--- config.mk ---
export PLATFORM = sky130hd
export DESIGN_NAME = instr_fetch_queue
export DESIGN_NICKNAME = d
export VERILOG_FILES = /design/src/rtl/instr_fetch_queue.sv
export SDC_FILE = /design/constraint.sdc
export NUM_CORES = 1
export LEC_CHECK = 0
export BUFFER_PORTS_ARGS = -buffer_cell sky130_fd_sc_hd__buf_4
export CORE_MARGIN = 2
export CORE_UTILIZATION = 35
export CTS_CLUSTER_DIAMETER = 100
export DETAILED_ROUTE_END_ITERATION = 10
export RECOVER_POWER = 100
export REMOVE_ABC_BUFFERS = 1
export SYNTH_ARGS = -nofsm -noshare
export SYNTH_HDL_FRONTEND = slang
export SYNTH_SLANG_ARGS = --single-unit
export TNS_END_PERCENT = 100
--- constraint.sdc ---
create_clock -name i_clk -period 3.3 [get_ports i_clk]
set_input_delay 0.165 -clock i_clk [delete_from_list [all_inputs] [get_ports i_clk]]
set_output_delay 0.165 -clock i_clk [all_outputs]
set_load 0.01 [all_outputs]
--- src/rtl/instr_fetch_queue.sv ---
// Instruction-fetch front end: owns the PC, issues 1-cycle-latency word reads to
// instruction memory and queues returned {pc, instr} pairs for decode.
module instr_fetch_queue #(
    parameter int              XLEN     = 32,
    parameter logic [XLEN-1:0] RESET_PC = '0,
    parameter int              DEPTH    = 4
) (
    input  logic            i_clk,
    input  logic            i_reset,
    output logic            o_imem_req,
    output logic [XLEN-1:0] o_imem_addr,
    input  logic [31:0]     i_imem_rdata,
    output logic            o_id_valid,
    output logic [31:0]     o_id_instr,
    output logic [XLEN-1:0] o_id_pc,
    input  logic            i_id_ready,
    input  logic            i_redirect,
    input  logic [XLEN-1:0] i_redirect_pc,
    output logic            o_full
);

    localparam int              PW       = $clog2(DEPTH);
    localparam int              CW       = $clog2(DEPTH + 1);
    localparam logic [CW-1:0]   FULL_CNT = CW'(DEPTH);
    localparam logic [CW:0]     CREDITS  = (CW + 1)'(DEPTH);

    typedef struct packed {
        logic [XLEN-1:0] pc;
        logic [31:0]     instr;
    } entry_t;

    logic [XLEN-1:0] fetch_pc;
    logic [XLEN-1:0] req_pc;
    logic            inflight;
    logic [PW-1:0]   wr_ptr;
    logic [PW-1:0]   rd_ptr;
    logic [CW-1:0]   count;
    logic [CW-1:0]   count_next;
    logic            full_q;
    entry_t          mem [DEPTH];

    logic            issue;
    logic            push;
    logic            pop;
    logic [CW:0]     credits_used;

    // A slot is reserved at issue time, so a returning word always has room.
    assign credits_used = {1'b0, count} + {{CW{1'b0}}, inflight};
    assign issue        = i_reset && !i_redirect && (credits_used < CREDITS);
    assign push         = inflight && !i_redirect;
    assign pop          = (count != '0) && i_id_ready && !i_redirect;

    assign o_imem_req  = issue;
    assign o_imem_addr = fetch_pc;
    assign o_id_valid  = (count != '0);
    assign o_id_instr  = o_id_valid ? mem[rd_ptr].instr : '0;
    assign o_id_pc     = o_id_valid ? mem[rd_ptr].pc    : '0;
    assign o_full      = full_q;

    // NOTE: every variable assigned in always_comb gets a default first, so no latch can be inferred.
    always_comb begin
        count_next = count;
        case ({push, pop})
            2'b10:   count_next = count + CW'(1);
            2'b01:   count_next = count - CW'(1);
            default: count_next = count;
        endcase
    end

    // NOTE: sequential state uses non-blocking assignments so every flop samples pre-edge values.
    always_ff @(posedge i_clk or negedge i_reset) begin
        if (!i_reset) begin
            fetch_pc <= RESET_PC;
            req_pc   <= '0;
            inflight <= 1'b0;
            wr_ptr   <= '0;
            rd_ptr   <= '0;
            count    <= '0;
            full_q   <= 1'b0;
        end else if (i_redirect) begin
            // Masking keeps every redirect bit in use while forcing word alignment.
            fetch_pc <= i_redirect_pc & ~XLEN'(3);
            inflight <= 1'b0;
            wr_ptr   <= '0;
            rd_ptr   <= '0;
            count    <= '0;
            full_q   <= 1'b0;
        end else begin
            if (issue) begin
                fetch_pc <= fetch_pc + XLEN'(4);
                req_pc   <= fetch_pc;
            end
            inflight <= issue;
            if (push) wr_ptr <= wr_ptr + PW'(1);
            if (pop)  rd_ptr <= rd_ptr + PW'(1);
            count    <= count_next;
            full_q   <= (count_next == FULL_CNT);
        end
    end

    // NOTE: queue storage is not reset; count gates every read, so stale contents are never visible.
    always_ff @(posedge i_clk) begin
        if (push) mem[wr_ptr] <= '{pc: req_pc, instr: i_imem_rdata};
    end

    a_no_overflow: assert property (@(posedge i_clk) disable iff (!i_reset)
        !(push && count == FULL_CNT))
        else $error("push into full fetch queue");

endmodule
==> summary.md <==
| Metric | Value |
|---|---|
| Die area | `~0.038 sq mm` |
| Violated checks | `capacitance limit, slew limit` |
| Clk slew on worst S/H paths | `60 ps` |
| Final Slew Violations | `70` |
| Clock Latency Late Sink | `just over 500 ps` |
| CTS Buffer Depth | `3` |
| Asr flop ratio synth | `21.77%` |
| Die H | `195.8 um` |
| Top cells by area, synth | `edfxtp_1 58%, dfrtp_1 13%, mux4_2 11%` |
| Cell row count | `70` |
| WP data arrival | `2690 ps` |
| Initial antenna violation count | `0` |
| Post-route cell area | `0.01613 sq mm` |
| LEAKAGE | `between 0.005 and 0.006 uW` |
| Vias | `7549` |
| Biggest area consumer among synthesized cells | `edfxtp_1` |
| Critical path endpoint category | `output port` |
| Launching element type of the critical path | `flip-flop` |
| Most numerous cell in the Yosys netlist | `edfxtp_1` |
| Ant diodes | `0` |
| Period utilization | `86.47%` |
| Launching point of the worst reg2reg path | `inflight$_DFF_PN0_` |
| Reg-to-reg endpoint | `o_imem_addr[17]$_DFFE_PN0N_` |
| WHS Path Cells | `4` |
| WL final | `~30 mm` |
| Crit path launch | `rd_ptr[0]$_DFFE_PN0P_` |
| Unique masters post-synth | `56` |
| Hold Path Class | `in2reg` |
| Routed Antenna Nets | `0` |
| Hold WS | `between 50 and 60 ps` |
| Clk sinks | `approximately 320` |
| Worst-path fanout max | `22` |
| Commonest cells post-synth | `248 x edfxtp_1, 116 x nand2_1, 69 x dfrtp_1` |
| Placed cell area | `0.01466 sq mm` |
| EDFF count, synth | `248` |
| Final net count | `1097` |
| Starting Density | `35.34%` |
| Power Dens Cells | `around 600 mW/mm^2` |
| Largest net degree at the start of global routing | `70` |
| Number of global-route vias before repair | `about 7700` |
| Final hold violations | `0` |
| Top-area cell type share of the netlist area | `57.84%` |
| CTS Root Cell | `clkbuf_16` |
| Via/cell ratio | `4.976` |
| CTS tree | `built` |
| Setup slack, reg-to-reg | `590 ps` |
| CTS Buf Count | `36` |
| Htree depth | `2` |
| Seq cells post-synth | `around 320` |
| Drt wl/cell | `a little under 20 um` |
| Global-route wire length before repair | `~46 mm` |
| Final min period | `2853 ps` |
| Min-delay src | `i_id_ready` |
| Synth Instances | `788` |
| Slew margin rel. | `-23.53%` |
| Peak Freq | `350.5 MHz` |
| WP data required | `3130 ps` |
| Syn. warnings | `0` |
| Worst Max-Slew Pin Slew | `1853 ps` |
| Maxcap violations | `1` |
| Crit Path Class | `reg2out` |
| Total Routing Usage GR | `15.77%` |
| I/O Buffers | `between 150 and 200` |
| RSZ-0062 raised after global routing | `false` |
| Sequential cell area fraction in the yosys report | `71.25%` |
| Reg2Reg Depth | `7` |
| Fillers | `3315` |
| Layout area overhead | `25.30%` |
| Resized Gates After CTS | `0` |
| Initial DRC count | `432` |
| Die width | `~200 um` |
| DR DRC count | `0` |
| First drt pass iteration count | `5` |
| Top Ports | `167` |
| Max VDD drop | `0.0003227 V` |
| Share of layout cells above drive strength 1 | `around 20%` |
| WHS Endpoint | `rd_ptr[1]$_DFFE_PN0P_` |
| Core Footprint | `around 0.036 sq mm` |
| Setup Skew | `19.44 ps` |
| Outcome | `complete, but fails checks` |
| Post-synthesis cell area | `0.01287 sq mm` |
| Post-DP HPWL | `between 15 and 20 mm` |
| Count of final setup violators | `0` |
| Gpl congestion | `0.7698` |
| Post-synth top flop | `edfxtp_1` |
| Post-Syn Area per Cell | `approximately 16 sq um` |
| Grt total ovfl | `0` |
## cell families (layout without fill, tap and decap cells)
kind of cell,Yosys count,after routing,share of synthesized area (%)
and+or+nand+nor,273,273,10.96
xor gates and xnor gates,8,8,0.5442
AOI/OAI and AO/OA,59,59,3.207
other,1,4,0.02913
DFF,317,317,71.25
buffers and inverters,56,314,2.031
adders and majority gates,7,7,0.7386
muxes,67,67,11.23
## layout make-up
| type | count | area (sq um) | area share, % |
|---|---|---|---|
| multi-input cells | 418 | 3456 | 21.42 |
| inverters | 12 | 45.04 | 0.2792 |
| well taps | 468 | 585.6 | 3.630 |
| clock buffers | 48 | 967.2 | 5.996 |
| clock inverters | 17 | 217.7 | 1.350 |
| flip-flops and latches | 317 | 9181 | 56.91 |
| repair buffers | 237 | 1679 | 10.41 |
## worst max-delay path: stages, from the launching register on
cell	delay [ps]
dfrtp_4	720
clkbuf_2	520
mux4_2	550
and2_0	210
buf_4	160
## registers in the layout, summed over array words and instances, names as in the netlist
register / cells
mem: 248
o_imem_addr: 30
wr_ptr: 2
rd_ptr: 2
o_full: 1
inflight: 1
req_pc: 30
count: 3
## timing repair
item,CTS,global route
setup buffers,0,0
hold buffers,63,0
endpoints found under the hold margin,227,0
## layer usage
metal | up-vias | track usage [%] | share of wire, %
met3 | 44 | 2.922 | 4.7
met4 | 0 | 3.367 | 1.6
li1 | 3474 | - | -
met1 | 3833 | 21.95 | 47
met2 | 198 | 26.02 | 47
met5 | - | 0 | 0
## cells in the final DEF, fill, tap and decap left out, types with 3 or more instances in the layout
cell type	count
nor4_1	4
nand3_1	20
o211ai_1	7
nor2_1	18
xnor2_1	4
o311ai_0	4
or4_1	3
nand2_1	116
and2_0	40
a21o_1	3
clkbuf_16	37
clkinv_2	4
clkinv_1	4
dlygate4sd3_1	63
a221o_1	6
buf_4	78
a22oi_1	3
buf_12	6
dfrtp_1	67
mux2i_1	5
o21ai_0	13
a211o_1	3
and3_1	7
a21oi_1	11
conb_1	4
and2_2	5
bufinv_16	5
and2_1	23
xor2_1	4
nand4_1	6
edfxtp_1	248
inv_1	12
clkbuf_2	4
ha_1	6
mux4_2	62
clkbuf_1	97
nor3_1	10
## per-stage QoR
stage	total power [uW]	setup WS (ps)	TNS, ps	std cells	utilization (%)
global placement	5603	950.2	0	1389	40.24
floorplan	5146	-388.5	-15430	747	-
global route	9887	253.6	0	1517	44.28
finish	9507	446.6	0	1517	44.28
detailed placement	5623	1018	0	1389	40.24
CTS	9731	535.7	0	1517	45.22
## where the power goes
group | switching, uW | internal, uW
Sequential | 186 | 4510
Clock | 1540 | 2460
Combinational | 431 | 381
Total | 2150 | 7350
## worst max-delay path by stage
stage                                             end  slack [ps]  cells after the start
final                                     o_id_pc[20]         450                      4
after global routing                      o_id_pc[20]         250                      4
after CTS                                 o_id_pc[20]         540                      4
after detailed placement  o_imem_addr[10]$_DFFE_PN0N_        1020                      8
after global placement    o_imem_addr[10]$_DFFE_PN0N_         950                      8
after floorplan           o_imem_addr[17]$_DFFE_PN0N_        -390                      6
No activity file was read; power rests on OpenSTA's default activity.
